===== src/rtl/alu_writeback.sv =====
// ALU result writeback: selects the opcode's result, writes it to the register file
// (two halves for a 32-bit multiply), keeps zero/negative flags and an illegal-op counter.
module alu_writeback #(
    parameter int ERR_CNT_W = 8
) (
    input  logic                 clk,
    input  logic                 rst_n,
    input  logic                 in_valid,
    output logic                 in_ready,
    input  logic [5:0]           select,
    input  logic [5:0]           rdst,
    input  logic [15:0]          sum,
    input  logic [15:0]          diff,
    input  logic [15:0]          negate,
    input  logic [15:0]          divi,
    input  logic [15:0]          or_gat,
    input  logic [15:0]          xor_gat,
    input  logic [15:0]          nand_gat,
    input  logic [15:0]          nor_gat,
    input  logic [15:0]          xnor_gat,
    input  logic [15:0]          not_gat,
    input  logic [15:0]          left_sft,
    input  logic [15:0]          right_sft,
    input  logic [31:0]          multiplied,
    output logic                 wr_en,
    output logic [5:0]           wr_addr,
    output logic [15:0]          wr_data,
    output logic                 flag_z,
    output logic                 flag_n,
    output logic [ERR_CNT_W-1:0] err_cnt
);

    localparam logic [5:0] OP_MUL = 6'd3;

    typedef enum logic [1:0] {
        IDLE,
        WR_LO,
        WR_HI
    } state_t;

    state_t      state;
    state_t      state_nxt;
    logic [31:0] result_sel;
    logic        legal_sel;
    logic        xfer;
    logic [31:0] result_p1;
    logic [5:0]  rdst_p1;
    logic [5:0]  op_p1;
    logic        is_mul_p1;
    logic        zero_p1;
    logic        neg_p1;

    function automatic logic [ERR_CNT_W-1:0] sat_inc(input logic [ERR_CNT_W-1:0] v);
        if (&v) begin
            return v;
        end
        return v + {{(ERR_CNT_W-1){1'b0}}, 1'b1};
    endfunction

    assign in_ready = (state == IDLE);
    assign xfer     = in_valid && in_ready;

    always_comb begin
        result_sel = '0;
        legal_sel  = 1'b1;
        case (select)
            6'd0:    result_sel = {16'h0000, sum};
            6'd1:    result_sel = {16'h0000, diff};
            6'd2:    result_sel = {16'h0000, negate};
            6'd3:    result_sel = multiplied;
            6'd4:    result_sel = {16'h0000, divi};
            6'd5:    result_sel = {16'h0000, or_gat};
            6'd6:    result_sel = {16'h0000, xor_gat};
            6'd7:    result_sel = {16'h0000, nand_gat};
            6'd8:    result_sel = {16'h0000, nor_gat};
            6'd9:    result_sel = {16'h0000, xnor_gat};
            6'd10:   result_sel = {16'h0000, not_gat};
            6'd11:   result_sel = {16'h0000, left_sft};
            6'd12:   result_sel = {16'h0000, right_sft};
            default: legal_sel  = 1'b0;
        endcase
    end

    always_comb begin
        state_nxt = state;
        case (state)
            IDLE:    if (xfer && legal_sel) state_nxt = WR_LO;
            WR_LO:   state_nxt = is_mul_p1 ? WR_HI : IDLE;
            WR_HI:   state_nxt = IDLE;
            default: state_nxt = IDLE;
        endcase
    end

    // Write port is a pure decode of the registered state, so reset clears it at once
    always_comb begin
        wr_en   = 1'b0;
        wr_addr = '0;
        wr_data = '0;
        case (state)
            WR_LO: begin
                wr_en   = 1'b1;
                wr_addr = rdst_p1;
                wr_data = result_p1[15:0];
            end
            WR_HI: begin
                wr_en   = 1'b1;
                wr_addr = rdst_p1 + 6'd1;
                wr_data = result_p1[31:16];
            end
            default: ;
        endcase
    end

    assign is_mul_p1 = (op_p1 == OP_MUL);
    assign zero_p1   = is_mul_p1 ? (result_p1 == 32'h0) : (result_p1[15:0] == 16'h0);
    assign neg_p1    = is_mul_p1 ? result_p1[31] : result_p1[15];

    always_ff @(posedge clk or negedge rst_n) begin
        if (!rst_n) begin
            state     <= IDLE;
            result_p1 <= '0;
            rdst_p1   <= '0;
            op_p1     <= '0;
            flag_z    <= 1'b0;
            flag_n    <= 1'b0;
            err_cnt   <= '0;
        end else begin
            state <= state_nxt;
            if (xfer) begin
                result_p1 <= result_sel;
                rdst_p1   <= rdst;
                op_p1     <= select;
            end
            if (xfer && !legal_sel) begin
                err_cnt <= sat_inc(err_cnt);
            end
            if (state == WR_LO) begin
                flag_z <= zero_p1;
                flag_n <= neg_p1;
            end
        end
    end

endmodule


===== config.mk =====
export PLATFORM = sky130hd
export DESIGN_NAME = alu_writeback
export DESIGN_NICKNAME = d
export VERILOG_FILES = /design/src/rtl/alu_writeback.sv
export SDC_FILE = /design/constraint.sdc
export NUM_CORES = 1
export LEC_CHECK = 0
export CAP_MARGIN = 20
export CELL_PAD_IN_SITES_DETAIL_PLACEMENT = 1
export CELL_PAD_IN_SITES_GLOBAL_PLACEMENT = 2
export CORE_MARGIN = 5
export CORE_UTILIZATION = 19
export DETAILED_ROUTE_END_ITERATION = 10
export GPL_TIMING_DRIVEN = 0
export PLACE_DENSITY_LB_ADDON = 0.1
export SYNTH_ARGS = -nofsm -noshare
export SYNTH_HDL_FRONTEND = slang
export SYNTH_SLANG_ARGS = --single-unit

===== constraint.sdc =====
create_clock -name clk -period 1.7 [get_ports clk]
set_input_delay 0.17 -clock clk [delete_from_list [all_inputs] [get_ports clk]]
set_output_delay 0.17 -clock clk [all_outputs]
set_load 0.01 [all_outputs]

==> reports/metrics.csv, run 1 <==
metric,value,unit
wl,26.6,mm
violations,setup timing,
vias_per_cell,4.85,
hold-path-cell-count,2,
syn_inst,450,
p_clk_frac,0.166,
slew-limit-headroom,0.555,
yosysWarnings,0,
worstHoldStart,select[5],
core_area,0.0234,mm2
power.share.sequential,0.301,
status,"complete, but fails checks",
use_met3,0.0517,
period_share,1.06,
clock-sinks,56,
dp_hpwl,21.6,mm
antenna_cells,0,
startpoint_type,register,
dpl_cell_area,0.00766,mm2
internal_power,4.18,mW
r2r_cells,8,
crit_slowest_cell,dfrtp_1,
synth_edf_count,0,
synth_common_cells,"dfrtp_1 (56), a22oi_1 (32), a21oi_1 (30)",
synth_ff_type,dfrtp_1,
crit_required,1530,ps
antenna_found_initial,3,
irDropWorstVdd,0.476,mV
p_switching,2.32,mW
synth_cell_types,65,
grt_overflow_total,0,
grt_pass1_vias,6042,
critPathArrivalTime,1630,ps
period_needed,1800,ps
numCtsBuffers,5,
hold_path.class,in2reg,
path_max_fanout,10,
met2_usage,0.336,
dp.cells,1040,
vias,5306,
cts_root_buf,clkbuf_16,
grt_use_met1,0.236,
sw_frac_of_total,0.356,
wl_per_cell,24.3,um
drive_gt1_frac,0.334,
report.final.hold_viol_count,0,
skew,6.59,ps
initial_core_util,0.193,
rsz0062_at_grt,true,
drv_cap,0,
power.total,6.50,mW
setup_violations,20,
grt_pass1_wl,38.9,mm
fin_ws,-101,ps
port_buffers,269,
layout.cells.non_filler,1095,
clkTransAtPathRegs,80,ps
fin_nets,1019,
synth-seq-cells,56,
r2r-start,state[1],
busiest_layer,met2,
slew_viol_final,0,
cts_tree,built,
clkLatencyLatePin,300,ps
cts_buffer_depth,2,
synth.most_common_cell,dfrtp_1,
syn_to_final_growth,98.5,%
syn_area,0.00451,mm2
startpoint,state[1],
critical_path_class,reg2out,
ys_seq_area_frac,0.310,
gp_congestion,0.830,
boundaryPins,273,
stdcell_area,0.00896,mm2
die_h,164,um
grt_max_degree,34,
p_leak,3.45,nW
syn_area_per_cell,10.0,um2
rows,56,
syn_nets,694,
die_w,164,um
remaining_drc_errors,0,
dr.pass1.iters,4,
tightest_slew,668,ps
yosysTopAreaCell,dfrtp_1,
path_cells,buf_6 > ha_4 > buf_6 > a22oi_2 > nor2b_4 > buf_2,
holdWs,330,ps
drt-initial-drc-count,193,
cp_common_cell,buf_6,
die_area,0.0269,mm2
cts_max_level,2,
combPwrFrac,0.533,
synthDominantCellAreaShare,0.310,
ys_async_sr_fraction,1.00,
endpoint_kind,output port,
antenna_left,0,
synth.area.top_cells,"dfrtp_1 (31%), mux4_2 (10%), a22oi_1 (5.3%)",
grt_use_total,0.192,
max_freq,555,MHz
slowest_delay,420,ps
power_density,725,mW/mm2
[flip-flops by register name, indices dropped and copies added, names as in the netlist]
register / flops
op_p1: 6
state: 2
flag_n: 1
flag_z: 1
result_p1: 32
rdst_p1: 6
err_cnt: 8
[cell type report]
type                       instances  area, um2
buffer                            39        413
clock buffer                       5        125
clock inverter                     3       22.5
fill                            2605      14400
inverter                           6       26.3
multi-input combinational        346       3440
sequential                        56       1400
tap                              319        399
timing repair buffer             321       3130
[logic make-up after synthesis]
family / Yosys count / share of synthesized area
compound gates: 146 / 0.237
simple gates: 132 / 0.183
flops: 56 / 0.310
mux: 53 / 0.181
buf+inv: 48 / 0.0549
xor+xnor: 10 / 0.0194
fa+ha+maj: 5 / 0.0139
[routing by layer]
layer / vias up / share of wire / routed length (um)
li1: 2441 / - / -
met5: - / 0.0017 / 46
met1: 2636 / 0.41 / 11000
met2: 195 / 0.50 / 13300
met4: 6 / 0.019 / 507
met3: 28 / 0.068 / 1810
[stage by stage]
step | TNS [ps] | utilization | setup WS, ps
CTS | -1260 | 0.367 | -154
global placement | -125980 | 0.326 | -1460
finish | -732 | 0.383 | -101
detailed placement | -42560 | 0.327 | -1160
global route | -2910 | 0.383 | -163
floorplan | 0 | - | 16.3
[path summary, 6_finish.rpt]
check | slack, ps | endpoint
min in group asynchronous | 440 | err_cnt[0]
setup / recovery | -100 | wr_data[7]
max in group asynchronous | 640 | result_p1[31]
setup reg to reg | 0 | result_p1[10]
hold reg to reg | 490 | err_cnt[5]
hold / removal | 330 | op_p1[5]
[what timing repair did]
| item | CTS | global route |
|---|---|---|
| cloned | 5 | 2 |
| buffers inserted | 33 | 11 |
| hold buffers | 1 | 0 |
| endpoints found under the setup margin | 78 | 63 |
| resized for setup | 231 | 75 |
| pin swaps | 25 | 20 |
| hold endpoints to repair | 23 | 0 |
[power by group through the flow]
stage / logic (mW) / clock network, mW / registers (mW)
6_report: 3.46 / 1.08 / 1.96
3_5_place_dp: 2.56 / 0 / 1.94
2_1_floorplan: 1.22 / 0 / 1.89
4_1_cts: 3.18 / 1.11 / 1.93
5_1_grt: 3.70 / 1.16 / 2.01
3_3_place_gp: 2.51 / 0 / 1.92
[critical path: cells and delay by family, from the launching register on]
family,cells,cell delay [ps]
buf+inv,3,430
flops,1,420
compound gates,1,230
fa+ha+maj,1,170
simple gates,1,70
[layout by cell type, fill, tap and decap left out, types with 5 or more instances in the layout]
| cell type | n |
|---|---|
| and3_1 | 12 |
| buf_6 | 29 |
| nand3_1 | 8 |
| a221oi_1 | 8 |
| mux2_2 | 17 |
| mux2i_1 | 13 |
| mux4_2 | 21 |
| xor2_1 | 8 |
| buf_8 | 6 |
| nor2_1 | 5 |
| buf_2 | 25 |
| a221oi_2 | 7 |
| clkdlybuf4s50_1 | 241 |
| nor2b_2 | 6 |
| clkbuf_16 | 7 |
| nand2_1 | 17 |
| a21oi_1 | 23 |
| o21ai_0 | 7 |
| a31oi_1 | 11 |
| nor2b_1 | 12 |
| nor3_1 | 9 |
| a2111oi_4 | 5 |
| nor2b_4 | 7 |
| a21oi_2 | 5 |
| a22o_1 | 17 |
| nor4_1 | 7 |
| a22oi_2 | 20 |
| and2_1 | 5 |
| buf_12 | 8 |
| buf_4 | 37 |
| a22oi_1 | 12 |
| dfrtp_1 | 54 |
(Power assumes the default switching activity.)
==> inputs of run 2 (changes only) <==
--- a/config.mk
+++ b/config.mk
@@ -5,7 +5,7 @@
 export SDC_FILE = /design/constraint.sdc
 export NUM_CORES = 1
 export LEC_CHECK = 0
-export CAP_MARGIN = 20
+export CAP_MARGIN = 25
 export CELL_PAD_IN_SITES_DETAIL_PLACEMENT = 1
 export CELL_PAD_IN_SITES_GLOBAL_PLACEMENT = 2
 export CORE_MARGIN = 5
==> results of run 2 <==
Final layout, timing and power as in run 1 (identical DEF).
